**src/rtl/subleq_pkg.sv**
```systemverilog
// Shared types and constants for the SUBLEQ RAM responder slice.
// Holds responder state encoding, default widths and bus strobe polarity.
package subleq_pkg;

    localparam int ADR_W_DEF = 8;
    localparam int DAT_W_DEF = 8;

    localparam logic RAM_ACTIVE = 1'b0;

    typedef enum logic [1:0] {
        IDLE = 2'd0,
        LOAD = 2'd1,
        RUN  = 2'd2
    } state_t;

endpackage

```
**src/rtl/subleq_ram_array.sv**
```systemverilog
// Single-port synchronous RAM with write-first read data.
// Only the read register is reset; stored contents survive reset.
module subleq_ram_array #(
    parameter int ADR_W = 8,
    parameter int DAT_W = 8
) (
    input  logic             clk,
    input  logic             res,
    input  logic             we,
    input  logic             re,
    input  logic [ADR_W-1:0] addr,
    input  logic [DAT_W-1:0] wdata,
    output logic [DAT_W-1:0] rdata
);

    logic [DAT_W-1:0] mem [2**ADR_W];

    always_ff @(posedge clk) begin
        if (we) begin
            mem[addr] <= wdata;
        end
    end

    always_ff @(posedge clk) begin
        if (res) begin
            rdata <= '0;
        end else if (re) begin
            rdata <= we ? wdata : mem[addr];
        end
    end

endmodule

```
**src/rtl/subleq_ram_responder.sv**
```systemverilog
// RAM-bus responder for the SUBLEQ core with a host byte-stream loader.
// Loader fills memory from address 0, then RUN releases the core.
module subleq_ram_responder
    import subleq_pkg::*;
#(
    parameter int ADR_W = ADR_W_DEF,
    parameter int DAT_W = DAT_W_DEF
) (
    input  logic             clk,
    input  logic             res,
    input  logic [ADR_W-1:0] adr,
    input  logic [DAT_W-1:0] dat_in,
    output logic [DAT_W-1:0] dat_out,
    output logic             dat_oe,
    input  logic             ram_ena,
    input  logic             ram_ope,
    input  logic             ram_ctl,
    input  logic             ld_start,
    input  logic             ld_valid,
    output logic             ld_ready,
    input  logic [DAT_W-1:0] ld_data,
    input  logic             ld_last,
    output logic             cpu_run,
    output logic [ADR_W-1:0] wr_count
);

    state_t state, state_n;

    logic [ADR_W-1:0] ptr;
    logic             ctl_q;
    logic             accept;
    logic             ptr_max;
    logic             rd_fire;
    logic             wr_fire;
    logic             mem_we;
    logic             mem_re;
    logic [ADR_W-1:0] mem_addr;
    logic [DAT_W-1:0] mem_wdata;

    // ld_start always wins: it drops loader bytes and in-flight core strobes
    always_comb begin
        accept  = (state == LOAD) && ld_valid && ld_ready && !ld_start;
        ptr_max = (ptr == '1);
        rd_fire = (state == RUN) && !ld_start
                  && (ram_ena == RAM_ACTIVE)
                  && (ram_ope == RAM_ACTIVE);
        wr_fire = (state == RUN) && !ld_start
                  && (ram_ena == RAM_ACTIVE)
                  && (ram_ope != RAM_ACTIVE)
                  && (ram_ctl == RAM_ACTIVE)
                  && (ctl_q != RAM_ACTIVE);
    end

    always_comb begin
        state_n = state;
        unique case (state)
            IDLE: if (ld_start) state_n = LOAD;
            LOAD: if (accept && (ld_last || ptr_max)) state_n = RUN;
            RUN:  if (ld_start) state_n = LOAD;
            default: state_n = IDLE;
        endcase
    end

    always_comb begin
        mem_we    = !res && (accept || wr_fire);
        mem_re    = !res && rd_fire;
        mem_addr  = (state == LOAD) ? ptr : adr;
        mem_wdata = (state == LOAD) ? ld_data : dat_in;
    end

    always_ff @(posedge clk) begin
        if (res) begin
            state    <= IDLE;
            dat_oe   <= 1'b0;
            ld_ready <= 1'b0;
            cpu_run  <= 1'b0;
            wr_count <= '0;
            ptr      <= '0;
            ctl_q    <= !RAM_ACTIVE;
        end else begin
            state    <= state_n;
            ctl_q    <= ram_ctl;
            dat_oe   <= rd_fire;
            ld_ready <= (state == LOAD) && (state_n == LOAD);
            cpu_run  <= (state == RUN) && (state_n == RUN);
            if (ld_start) begin
                ptr      <= '0;
                wr_count <= '0;
            end else if (accept) begin
                if (!ptr_max) ptr <= ptr + ADR_W'(1);
                if (wr_count != '1) wr_count <= wr_count + ADR_W'(1);
            end
        end
    end

    subleq_ram_array #(
        .ADR_W(ADR_W),
        .DAT_W(DAT_W)
    ) u_array (
        .clk  (clk),
        .res  (res),
        .we   (mem_we),
        .re   (mem_re),
        .addr (mem_addr),
        .wdata(mem_wdata),
        .rdata(dat_out)
    );

endmodule

```
**config.mk**
```make
export PLATFORM = sky130hd
export DESIGN_NAME = subleq_ram_responder
export DESIGN_NICKNAME = d
export VERILOG_FILES = /design/src/rtl/subleq_pkg.sv /design/src/rtl/subleq_ram_array.sv /design/src/rtl/subleq_ram_responder.sv
export SDC_FILE = /design/constraint.sdc
export NUM_CORES = 2
export LEC_CHECK = 0
export ABC_CLOCK_PERIOD_IN_PS = 6160
export BUFFER_PORTS_ARGS = -buffer_cell sky130_fd_sc_hd__buf_2
export CORE_MARGIN = 1
export CORE_UTILIZATION = 40
export CTS_BUF_LIST = sky130_fd_sc_hd__clkbuf_4 sky130_fd_sc_hd__clkbuf_8 sky130_fd_sc_hd__clkbuf_16
export CTS_CLUSTER_SIZE = 14
export DETAILED_ROUTE_END_ITERATION = 10
export PLACE_DENSITY = 0.57
export RECOVER_POWER = 50
export SETUP_SLACK_MARGIN = 0.4
export SLEW_MARGIN = 20
export SYNTH_ARGS = -nofsm -noshare
export SYNTH_HDL_FRONTEND = slang
export SYNTH_SLANG_ARGS = --single-unit
```
**constraint.sdc**
```tcl
create_clock -name clk -period 6.16 [get_ports clk]
set_input_delay 0.308 -clock clk [delete_from_list [all_inputs] [get_ports clk]]
set_output_delay 0.308 -clock clk [all_outputs]
set_load 0.02 [all_outputs]
```
==> flow_summary_export.csv <==
group,metric,value,unit
run_status,violations,"max-capacitance violations, max-slew violations",
logic_synthesis,syn-mean-instance-area,16.9,um2
timing,worst_pin_slew,2810,ps
cts,clk_path_buf_depth,3,
logic_synthesis,synthFlopType,"edfxtp_1",
worst_setup_path,critPathKind,"reg2reg",
hold_path,hp-class,"in2reg",
logic_synthesis,synth_nets,4614,
grt,track_usage,21.6,%
power,ir_worst_vdd,0.309,mV
run_status,run_status,"finished with violations",
routing,drc,0,
cts,clkSlewWorstSetupHoldPaths,60,ps
timing,rsz0062_at_grt,"no",
timing,drv_slew,1745,
place,dp_hpwl,122,mm
logic_synthesis,ys_seq_elements,2078,
power,p_leak,0.0260,uW
routing,avgViaCountPerCell,6.06,
grt,overflow,0,
routing,ant_nets,0,
cts,numCtsBuffers,204,
logic_synthesis,yosys_warnings,0,
grt,grt_pass1_wl,311,mm
cells_and_area,postLayoutCoreUtil,45.4,%
routing,drt_iter0_drc,5442,
floorplan,core_area,192000,um2
timing,skew,29.0,ps
cts,htreeDepth,4,
job,drv_cap,19,
cells_and_area,area.growth.synth_to_final,12.9,%
logic_synthesis,ys_seq_area_share,80.3,%
timing,hold_violations,0,
timing,min_period_over_period,90.6,%
cells_and_area,final_nets,4671,
grt,grt_pass1_vias,42600,
grt,grt_max_degree,155,
timing,timing.fmax,179,MHz
timing,hold_ws,112,ps
logic_synthesis,async_reset_ff_share,0,%
worst_setup_path,critPathLaunchType,"flop",
logic_synthesis,synth_cell_type_count,46,
cells_and_area,drive_gt1_share,10.8,%
timing,fin_crit,5580,ps
floorplan,start_util,40.2,%
cts,clkSinkCount,2078,
routing,wl_per_cell,29.6,um
power,power.density,347,nW/um2
routing,finalWirelength,217,mm
worst_setup_path,cp.required,6530,ps
logic_synthesis,mappedNetlistArea,77400,um2
timing,fin_setup_tns,0,ps
cells_and_area,diodes,0,
cts,root_buffer,"clkbuf_16",
worst_setup_path,critPathArrivalTime,5950,ps
timing,setup_viol,0,
grt,antenna_found_initial,8,
place,globalplace.congestion,0.832,
timing,maxSlewHeadroom,-87.1,%
routing,first_pass_iters,8,
worst_setup_path,crit_fanout,138,
floorplan,die_area,195000,um2
routing,vias,44400,
logic_synthesis,synthCells,4580,
worst_setup_path,worstSetupEndpointType,"flop",
floorplan,ios,51,
floorplan,fp.dieH,442,um
place,io_buffer_count,50,
logic_synthesis,synth-edff-count,2048,
cts,cts_tree,"done",
cts,clk_latency,860,ps
floorplan,rows,161,
floorplan,die_x,442,um
cts,cts_resized,0,
[registers in the layout (all words and copies together), names as in the netlist]
name,count
ctl_q,1
wr_count,8
state,2
ld_ready,1
cpu_run,1
u_array.mem,2048
u_array.rdata,8
dat_oe,1
ptr,8
[layout by cell type (no fill, tap or decap), types with 49 or more instances in the layout]
cell | Yosys | layout
a21oi_1 | 512 | 512
clkbuf_4 | 0 | 56
buf_4 | 9 | 98
a22oi_1 | 1024 | 1024
nand2_1 | 61 | 49
edfxtp_1 | 2048 | 2048
nor2_1 | 289 | 289
clkbuf_16 | 0 | 207
o41ai_1 | 128 | 125
clkinv_1 | 0 | 55
[final timing paths]
check	start	end	slack [ps]	cells after the start
setup / recovery	state[1]	u_array.mem[49][2]	580	4
hold / removal	ld_valid	ld_ready	110	5
setup reg to reg	state[1]	u_array.mem[49][2]	580	4
hold reg to reg	wr_count[1]	wr_count[1]	560	2
[power breakdown]
part           leakage [uW]  internal (uW)  switching, uW
registers            0.0187          15900           2.17
logic               0.00405            466           1790
clock network       0.00324           6870           5270
[synth_stat cells (8+ instances only)]
library cell  count  area, um2
a211oi_1          8       60.1
a21oi_1         512       2560
a22oi_1        1024       7690
a41oi_1          32        280
buf_1            40        150
buf_2           143        716
buf_4             9       67.6
clkbuf_1        148        556
dfxtp_1          30        601
edfxtp_1       2048      61500
nand2_1          61        229
nand2b_1          8       50.1
nand3_1           8       40.0
nor2_1          289       1080
nor4_1            8       50.1
o41ai_1         128       1120
xor2_1            9       78.8
[critical path, cell delays in order, from the launching register on]
cell and delay [ps]:
dfxtp_1 400, nand2b_2 740, nand2_1 120, nand2_1 1930
clkbuf_4 1680
[final cells by class]
cell class                      instances  area [um2]
Fill cell                           16400      105000
Inverter                                7        26.3
Tap cell                             2526        3160
Clock inverter                        116         962
Timing Repair Buffer                  196        1620
Multi-Input combinational cell       2150       13900
Sequential cell                      2078       62100
Clock buffer                          256        5550
[cells by family after synthesis]
family                     Yosys count  share of synthesized area, %
xor gates and xnor gates            14                         0.158
adders and majority gates            2                        0.0323
buffers and inverters              352                          2.03
AOI/OAI and AO/OA                 1727                          15.3
muxes                                3                        0.0388
and+or+nand+nor                    404                          2.15
DFF                               2078                          80.3
[per-layer routing]
metal | share of wire, % | routed length, um | global-route usage (%) | up-vias
li1 | - | - | - | 19000
met1 | 43 | 92500 | 31.4 | 23100
met2 | 47 | 102000 | 33.6 | 2006
met3 | 7.9 | 17100 | 3.57 | 300
met4 | 2.5 | 5420 | 6.13 | 2
met5 | 0.0060 | 13 | 0 | -
[per-stage QoR]
stage               instances  worst slack (ps)  total power, uW  instance area (um2)
finish                   7329               577            30300                87300
global route             7329               325            31100                87300
CTS                      7329               828            30400                87500
detailed placement       6948               930            18400                80900
global placement         6947               891            18400                80900
floorplan                4580               929            17500                77400
[repair_timing]
item | 4_1_cts | 5_1_grt
endpoints found under the hold margin | 14 | 0
buffers inserted | 0 | 0
hold buffers | 9 | 0
(Power assumes the default switching activity.)
